--- src/rtl/if_fetch_queue.sv ---
// Instruction fetch queue: sits between the IF stage and ID.
// It pairs each accepted fetch PC with the SRAM data that returns one cycle
// later, selects the 32-bit instruction word, and buffers {pc, inst} so a
// stalled ID never loses fetched instructions. A taken branch flushes
// everything, and a stall request is raised when another fetch might not fit.
module if_fetch_queue #(
    parameter int DEPTH = 4
) (
    input  logic        clk,
    input  logic        rst,
    input  logic [5:0]  stall,
    input  logic [64:0] br_bus,
    input  logic        req_valid,
    input  logic [63:0] req_pc,
    input  logic [63:0] inst_sram_rdata,
    output logic [96:0] if_to_id_bus,
    output logic        stallreq_fq
);

    localparam int PTR_W = (DEPTH > 1) ? $clog2(DEPTH) : 1;
    localparam int CNT_W = PTR_W + 1;

    localparam logic [PTR_W-1:0] PTR_ZERO  = {PTR_W{1'b0}};
    localparam logic [PTR_W-1:0] PTR_ONE   = PTR_W'(1);
    localparam logic [CNT_W-1:0] CNT_ZERO  = {CNT_W{1'b0}};
    localparam logic [CNT_W-1:0] CNT_ONE   = CNT_W'(1);
    localparam logic [CNT_W:0]   FILL_FULL = (CNT_W + 1)'(DEPTH);

    // Decoded controls
    logic             br_e_s;
    logic             accept_s;
    logic             push_s;
    logic             pop_s;
    logic             valid_s;
    logic [31:0]      inst_sel_s;
    logic [CNT_W:0]   fill_s;
    logic             unused_s;

    // Pending-fetch and FIFO state
    logic             p_valid_q, p_valid_d;
    logic [63:0]      p_pc_q,    p_pc_d;
    logic [PTR_W-1:0] rd_ptr_q,  rd_ptr_d;
    logic [PTR_W-1:0] wr_ptr_q,  wr_ptr_d;
    logic [CNT_W-1:0] count_q,   count_d;
    logic [63:0]      fifo_pc_q   [DEPTH];
    logic [63:0]      fifo_pc_d   [DEPTH];
    logic [31:0]      fifo_inst_q [DEPTH];
    logic [31:0]      fifo_inst_d [DEPTH];

    // Only the IF and ID stall bits and the branch-enable bit matter here.
    assign unused_s = ^{stall[5:2], br_bus[63:0]};

    // Decode accept / push / pop conditions and select the instruction half-word.
    always_comb begin
        br_e_s   = br_bus[64];
        accept_s = req_valid && !stall[0] && !br_e_s;
        push_s   = p_valid_q && !br_e_s;
        valid_s  = (count_q != CNT_ZERO) && !br_e_s;
        pop_s    = valid_s && !stall[1];
        if (p_pc_q[2]) begin
            inst_sel_s = inst_sram_rdata[63:32];
        end else begin
            inst_sel_s = inst_sram_rdata[31:0];
        end
        // Occupancy including the fetch whose data has not yet returned.
        fill_s = {1'b0, count_q} + {{CNT_W{1'b0}}, p_valid_q};
    end

    // Drive the ID bus and the full request from registered state.
    always_comb begin
        stallreq_fq = (fill_s >= FILL_FULL);
        if (valid_s) begin
            if_to_id_bus = {1'b1, fifo_pc_q[rd_ptr_q], fifo_inst_q[rd_ptr_q]};
        end else begin
            if_to_id_bus = 97'd0;
        end
    end

    // Compute next pending-fetch, pointer, count and entry state.
    always_comb begin
        p_valid_d   = p_valid_q;
        p_pc_d      = p_pc_q;
        rd_ptr_d    = rd_ptr_q;
        wr_ptr_d    = wr_ptr_q;
        count_d     = count_q;
        fifo_pc_d   = fifo_pc_q;
        fifo_inst_d = fifo_inst_q;
        if (br_e_s) begin
            // Flush: drop the in-flight fetch and empty the queue; the SRAM
            // data returning this cycle belongs to the wrong path.
            p_valid_d = 1'b0;
            rd_ptr_d  = PTR_ZERO;
            wr_ptr_d  = PTR_ZERO;
            count_d   = CNT_ZERO;
        end else begin
            p_valid_d = accept_s;
            if (accept_s) begin
                p_pc_d = req_pc;
            end else begin
                p_pc_d = p_pc_q;
            end
            if (push_s) begin
                fifo_pc_d[wr_ptr_q]   = p_pc_q;
                fifo_inst_d[wr_ptr_q] = inst_sel_s;
                wr_ptr_d              = wr_ptr_q + PTR_ONE;
            end else begin
                wr_ptr_d = wr_ptr_q;
            end
            if (pop_s) begin
                rd_ptr_d = rd_ptr_q + PTR_ONE;
            end else begin
                rd_ptr_d = rd_ptr_q;
            end
            case ({push_s, pop_s})
                2'b10:   count_d = count_q + CNT_ONE;
                2'b01:   count_d = count_q - CNT_ONE;
                default: count_d = count_q;
            endcase
        end
    end

    // State registers with synchronous reset.
    always_ff @(posedge clk) begin
        if (rst) begin
            p_valid_q <= 1'b0;
            p_pc_q    <= 64'd0;
            rd_ptr_q  <= PTR_ZERO;
            wr_ptr_q  <= PTR_ZERO;
            count_q   <= CNT_ZERO;
            for (int i = 0; i < DEPTH; i++) begin
                fifo_pc_q[i]   <= 64'd0;
                fifo_inst_q[i] <= 32'd0;
            end
        end else begin
            p_valid_q <= p_valid_d;
            p_pc_q    <= p_pc_d;
            rd_ptr_q  <= rd_ptr_d;
            wr_ptr_q  <= wr_ptr_d;
            count_q   <= count_d;
            for (int i = 0; i < DEPTH; i++) begin
                fifo_pc_q[i]   <= fifo_pc_d[i];
                fifo_inst_q[i] <= fifo_inst_d[i];
            end
        end
    end

endmodule

--- config.mk ---
export PLATFORM = sky130hd
export DESIGN_NAME = if_fetch_queue
export DESIGN_NICKNAME = d
export VERILOG_FILES = /design/src/rtl/if_fetch_queue.sv
export SDC_FILE = /design/constraint.sdc
export NUM_CORES = 1
export LEC_CHECK = 0
export CORE_ASPECT_RATIO = 0.9
export CORE_MARGIN = 2
export CORE_UTILIZATION = 58
export CTS_CLUSTER_SIZE = 25
export DETAILED_ROUTE_END_ITERATION = 10
export PLACE_DENSITY_LB_ADDON = 0.2
export SYNTH_ARGS = -nofsm -noshare
export SYNTH_HDL_FRONTEND = slang
export SYNTH_SLANG_ARGS = --single-unit
--- constraint.sdc ---
create_clock -name clk -period 3.3 [get_ports clk]
set_input_delay 0.66 -clock clk [delete_from_list [all_inputs] [get_ports clk]]
set_output_delay 0.66 -clock clk [all_outputs]
set_load 0.005 [all_outputs]
==> run summary, run 1 <==
Status: finished, final reports clean
Synth area leader: dfxtp_1
Flop pwr share: 0.498
Fin nets: 2467
Crit path largest cell delay: 0.60 ns
Final worst-path cycle share: 0.9673
Hold path endpoint: fifo_pc_q[1]$_SDFFE_PP0P_
Pin count of the biggest net entering global routing: 143
Levels on crit path: 4
CP bufs+invs: 2
Comb pwr share: 0.039
Clock skew: 0.01282 ns
PostCTS Resize Cnt: 0
CTS Hold Bufs: 0
Area share of the largest cell type after synthesis: 0.4807
Clk pwr share: 0.462
Final Slew Violations: 0
Clock Tree Buf Depth: 3
Die height: 175.7 um
Reg clk slew, reported paths: 0.06 ns
Max rail drop VDD: 0.0003449 V
Input/output buffers: 231
Area grow syn2layout: 20.96%
DIE WIDTH: 194.7 um
Synth Area per Inst: 8.903 um^2
Cell Pwr Density: 487.6 nW/um^2
Setup crit start kind: flop
Initial Utilization: 0.5927
Slew headroom: 0.3035
Sequential share of the synthesized area: 0.4807
Internal power: 8.854 mW
Commonest non-fill, non-tap cell in the layout: nand2_1
Final GP Congestion: 0.7497
GR Overflow Total: 0
Post-DP HPWL: 29320 um
# Max-Cap Violations: 0
Pre-antenna DRT Iters: 5
Most frequent cells in the layout: nand2_1, dfxtp_1, a21oi_1
Initial DRC Count: 1203
First-pass GRT wire length: 78530 um
WHS Path Cells: 2
F_max: 313.3 MHz
Initial antenna violation count: 2
Die area: 34210 um^2
Placed Area: 21430 um^2
Net Sw Power: 2.346 mW
Vias/cell: 5.754
Worst hold start: fifo_pc_q[1]$_SDFFE_PP0P_
Critical Path RT: 2.64 ns
Switching Share: 0.2094
Reg2reg path depth: 8
Hold Fails Final Rpt: 0
Reg2reg setup slack: 1.15 ns
H-Tree Level Count: 2
Worst Tran Pin Value: 1.045 ns
YS warnings: 0
Io pins: 300
Overall Global Routing Usage: 0.2811
Setup CP Type: reg2out
Syn nets: 2341
R2r startpoint: count_q[0]$_SDFFE_PP0P_
Share of cells above drive strength 1: 0.09551
Fin Hold WS: 0.4507 ns
Synth area leaders: dfxtp_1, nand2_1, mux4_2
Syn Std Cell Area: 18990 um^2
Reg-to-reg endpoint: count_q[2]$_SDFFE_PP0P_
Slowest CP cell: mux4_2
HP Class: reg2reg
Final min period: 3.192 ns
Setup TNS: 0 ns
Fillers: 2404
Num rows: 62
Vias in the first global route: 15560
RSZ-0062 raised after global routing: false
Vias: 15590
Drt total wl: 48740 um
CTS tree: yes
Final Instance Area: 22970 um^2
TritonCTS Sinks: 456
CP max FO: 27
TritonCTS buffer count: 44
Drt wl/cell: 17.99 um
CP cell instances: buf_12, mux4_2, and2_1, clkdlybuf4s50_1
CORE AREA: 32040 um^2
Power, Total: 11.20 mW
Root Driver: clkbuf_16
Worst EP arrival: 2.53 ns
Post-Syn Instances: 2133
Final Setup Violations: 0
Yosys reg bits: 456
Crit path max-delay family: buffers and inverters
DRC viols: 0
Antenna-violating nets left: 0
Worst skew pair latency: 0.53 ns
CP Capture Type: output pin
Netlist cell types: 34
Leak: 7.282 nW
==> Yosys cell counts, drive strengths merged <==
cell type    n
a211oi     128
a21oi      322
a31o         1
and2        96
and3b        4
buf        108
clkbuf      80
dfxtp      456
fa           1
ha           5
inv          6
mux2i       34
mux4        96
nand2      642
nand2b       1
nand3b       4
nor2       135
nor3         2
nor3b        2
o21ai        1
o311ai       1
o41ai        1
or2          1
or3          2
or3b         1
xnor2        1
xor2         2
==> sequential cells by signal (all words and copies together) (netlist names) <==
signal and cells:
p_valid_q 1, fifo_pc_q 256, fifo_inst_q 128, p_pc_q 64, rd_ptr_q 2, count_q 3
wr_ptr_q 2
==> worst min-delay path: stages, from the launching register on <==
cell	delay (ns)
dfxtp_1	0.30
nand2_1	0.05
a21oi_1	0.05
==> worst max path at each step <==
stage,from,end
final,rd_ptr_q[0]$_SDFFE_PP0P_,if_to_id_bus[84]
after global routing,rd_ptr_q[0]$_SDFFE_PP0P_,if_to_id_bus[35]
after CTS,rd_ptr_q[0]$_SDFFE_PP0P_,if_to_id_bus[12]
after detailed placement,br_bus[64],count_q[2]$_SDFFE_PP0P_
after global placement,br_bus[64],count_q[2]$_SDFFE_PP0P_
after floorplan,br_bus[64],count_q[2]$_SDFFE_PP0P_
==> per-stage QoR <==
step	util	cells	setup slack, ns
3_5_place_dp	0.6690	2628	0.2842
5_1_grt	0.7169	2709	0.02234
2_1_floorplan	-	2133	0.9449
3_3_place_gp	0.6690	2628	0.3180
6_report	0.7169	2710	0.1079
4_1_cts	0.7169	2709	0.07874
==> timing repair <==
action,in CTS,in global routing
endpoints found under the hold margin,0,0
buffers inserted,1,0
endpoints found under the setup margin,20,0
==> per-layer routing <==
layer	vias up	share of wire	global-route usage
li1	7487	-	-
met2	532	0.49	0.4866
met4	0	0.021	0.08047
met3	83	0.064	0.03840
met5	-	0	0
met1	7491	0.42	0.3711
==> power by group through the flow <==
stage | registers, mW | logic (mW) | clock network, mW
global route | 5.58 | 0.475 | 5.44
finish | 5.58 | 0.442 | 5.18
CTS | 5.58 | 0.441 | 5.22
detailed placement | 5.70 | 0.438 | 0
global placement | 5.70 | 0.430 | 0
floorplan | 5.69 | 0.210 | 0
==> cell families (layout without fill, tap and decap cells) <==
family	Yosys count	in the layout	synth area share
XOR/XNOR	3	3	0.001384
adder cells (fa/ha/maj)	6	6	0.004349
AO/OA/AOI/OAI	454	454	0.1371
buffers and inverters	194	354	0.05265
AND/OR/NAND/NOR	890	890	0.1920
multiplexers	130	130	0.1318
other	0	1	0
flip-flops	456	456	0.4807
==> layout make-up <==
| cell class | count | area [um^2] | share of cell area |
|---|---|---|---|
| Sequential cell | 456 | 9138 | 0.3978 |
| Multi-Input combinational cell | 1483 | 8891 | 0.3871 |
| Timing Repair Buffer | 268 | 2890 | 0.1258 |
| Clock buffer | 66 | 1335 | 0.05812 |
| Tap cell | 416 | 520.5 | 0.02266 |
| Clock inverter | 14 | 170.2 | 0.007408 |
| Inverter | 6 | 22.52 | 0.0009805 |
| Antenna cell | 1 | 2.502 | 0.0001089 |
No activity file was read; power rests on OpenSTA's default activity.
==> run 2: changes to the inputs <==
Settings changed: TNS_END_PERCENT set to 10.
==> results of run 2 <==
No change in the layout: final DEF, timing and power equal those of run 1.
==> run 3: changes to the inputs <==
Settings changed: CORE_ASPECT_RATIO 0.9 to 1.2.
==> run 3 against run 2 <==
Non-clock buffer count is 5 higher. Flip-flop and latch count stayed put. Die area hardly changed. Fmax hardly changed. Sequential share of layout area is 0.095 points higher. First-iteration DRC count is 6.8% lower. Final cell count is 0.18% lower. Count of clock-buffer cells in the layout is 3 higher. Wire length is 1.3% lower. Sequential power hardly changed. Clock power is 3% lower. Largest power group unchanged.
==> run summary, run 3 (same netlist as run 1, synthesis figures left out) <==
Crit path max-delay family: buffers and inverters (unchanged)
CTS tree: yes (unchanged)
Crit path largest cell delay: 0.63 ns (was 0.60 ns)
Largest register by flop count: fifo_pc_q (unchanged)
Worst hold start: fifo_pc_q[77]$_SDFFE_PP0P_ (was fifo_pc_q[1]$_SDFFE_PP0P_)
H-Tree Level Count: 2 (unchanged)
Net Sw Power: 2.308 mW (was 2.346 mW)
Leak: 7.248 nW (was 7.282 nW)
Reg2reg path depth: 8 (unchanged)
CORE AREA: 32250 um^2 (was 32040 um^2)
Initial antenna violation count: 2 (unchanged)
Largest registers: fifo_pc_q: 256 flops, fifo_inst_q: 128 flops, p_pc_q: 64 flops (unchanged)
Drt total wl: 48120 um (was 48740 um)
RSZ-0062 raised after global routing: false (unchanged)
Pin count of the biggest net entering global routing: 138 (was 143)
Most frequent cells in the layout: nand2_1, dfxtp_1, a21oi_1 (unchanged)
Non-filler cells, final: 2705 (was 2710)
Pre-antenna DRT Iters: 5 (unchanged)
GR Overflow Total: 0 (unchanged)
R2r startpoint: count_q[0]$_SDFFE_PP0P_ (unchanged)
Final Setup Violations: 0 (unchanged)
Status: finished, final reports clean (unchanged)
Flop pwr share: 0.506 (was 0.498)
DRC viols: 0 (unchanged)
Cell Pwr Density: 481.3 nW/um^2 (was 487.6 nW/um^2)
TritonCTS Sinks: 456 (unchanged)
CP bufs+invs: 2 (unchanged)
Power, Total: 11.03 mW (was 11.20 mW)
Fin Hold WS: 0.4508 ns (was 0.4507 ns)
Switching Share: 0.2093 (was 0.2094)
Internal power: 8.721 mW (was 8.854 mW)
Critical Path RT: 2.64 ns (about the same)
Vias: 15570 (was 15590)
Final worst-path cycle share: 0.9665 (was 0.9673)
CP Capture Type: output pin (unchanged)
Worst Setup Slack, final: 0.1104 ns (was 0.1079 ns)
First-pass GRT wire length: 77630 um (was 78530 um)
Setup CP Type: reg2out (unchanged)
TritonCTS buffer count: 44 (unchanged)
Levels on crit path: 4 (unchanged)
Slew headroom: 0.3514 (was 0.3035)
Post-DP HPWL: 28440 um (was 29320 um)
Slowest CP cell: dfxtp_4 (was mux4_2)
DP Worst Slack: 0.3170 ns (was 0.2842 ns)
Worst Tran Pin Value: 0.9729 ns (was 1.045 ns)
Final GP Congestion: 0.7520 (was 0.7497)
Area grow syn2layout: 20.67% (was 20.96%)
Clock skew: 0.01139 ns (was 0.01282 ns)
Share of cells above drive strength 1: 0.09582 (was 0.09551)
Overall Global Routing Usage: 0.2790 (was 0.2811)
Initial Utilization: 0.5888 (was 0.5927)
Commonest non-fill, non-tap cell in the layout: nand2_1 (unchanged)
Vias/cell: 5.756 (was 5.754)
Die area: 34210 um^2 (about the same)
F_max: 313.5 MHz (was 313.3 MHz)
Reg clk slew, reported paths: 0.06 ns (about the same)
CP cell instances: buf_4, mux4_2, and2_1, clkdlybuf4s50_1 (was buf_12, mux4_2, and2_1, clkdlybuf4s50_1)
Clock Tree Buf Depth: 3 (unchanged)
Setup TNS: 0 ns (unchanged)
Comb pwr share: 0.039 (about the same)
Io pins: 300 (unchanged)
Root Driver: clkbuf_16 (unchanged)
Antenna-violating nets left: 0 (unchanged)
Input/output buffers: 231 (unchanged)
Initial DRC Count: 1121 (was 1203)
Die height: 202.2 um (was 175.7 um)
# Max-Cap Violations: 0 (unchanged)
Placed Area: 21430 um^2 (about the same)
Worst EP arrival: 2.53 ns (about the same)
Critical Path Start: rd_ptr_q[1]$_SDFFE_PP0P_ (was rd_ptr_q[0]$_SDFFE_PP0P_)
Drt wl/cell: 17.79 um (was 17.99 um)
Max rail drop VDD: 0.0004296 V (was 0.0003449 V)
Worst skew pair latency: 0.53 ns (about the same)
Max FFs per register: 256 (unchanged)
Num rows: 72 (was 62)
HP Class: reg2reg (unchanged)
Clk pwr share: 0.454 (was 0.462)
Final Slew Violations: 0 (unchanged)
Setup crit start kind: flop (unchanged)
Placed cells: 2624 (was 2628)
Vias in the first global route: 15560 (about the same)
CTS Hold Bufs: 0 (unchanged)
Final min period: 3.190 ns (was 3.192 ns)
WHS Path Cells: 2 (unchanged)
DIE WIDTH: 169.2 um (was 194.7 um)
Fillers: 2471 (was 2404)
Final Instance Area: 22910 um^2 (was 22970 um^2)
CP max FO: 20 (was 27)
Utilization after layout: 0.7105 (was 0.7169)
Fin nets: 2472 (was 2467)
Hold Fails Final Rpt: 0 (unchanged)
[run 3: cell types whose count changed in the layout (fill, tap and decap cells not counted), sizes merged]
| cell | before | now |
|---|---|---|
| clkbuf | 66 | 69 |
| clkinv | 10 | 5 |
| bufinv | 4 | 2 |
| buf | 38 | 43 |
| diode | 1 | 2 |
| clkinvlp | 0 | 2 |
[run 3: worst paths after layout]
path         slack, ns                          to
max               0.11            if_to_id_bus[60]
min               0.45  fifo_pc_q[77]$_SDFFE_PP0P_
max reg2reg       1.17     count_q[2]$_SDFFE_PP0P_
min reg2reg       0.45  fifo_pc_q[77]$_SDFFE_PP0P_
[run 3: timing repair]
| item | CTS | global route |
|---|---|---|
| setup endpoints to repair | 38 | 0 |
| buffers inserted | 1 | 0 |
| resized for setup | 0 | 0 |
[run 3: layout make-up]
cell class	count	area (um^2)	area share
Inverter	6	22.52	0.0009829
Multi-Input combinational cell	1483	8889	0.3879
Sequential cell	456	9138	0.3988
Tap cell	407	509.2	0.02222
Clock inverter	9	100.1	0.004368
Timing Repair Buffer	273	2895	0.1264
Clock buffer	69	1356	0.05919
Antenna cell	2	5.005	0.0002184
[run 3: power by group through the flow]
stage                     registers (mW)  clock network (mW)  logic, mW
after detailed placement            5.71                   0      0.432
after floorplan                     5.69                   0      0.210
after global routing                5.59                5.30      0.468
after CTS                           5.58                5.06      0.434
final                               5.58                5.01      0.435
after global placement              5.70                   0      0.426
[run 3: tightest hold or removal path: cells and delay by family, from the launching register on]
family           cells  cell delay, ns
AO/OA/AOI/OAI        1            0.05
AND/OR/NAND/NOR      1            0.05
flip-flops           1            0.30
[run 3: layer usage]
| metal | track usage | vias up | routed length (um) |
|---|---|---|---|
| met5 | 0 | - | 0 |
| met4 | 0.08608 | 0 | 1153 |
| met3 | 0.03681 | 74 | 2815 |
| met2 | 0.5128 | 533 | 24980 |
| met1 | 0.3378 | 7448 | 19170 |
| li1 | - | 7514 | - |
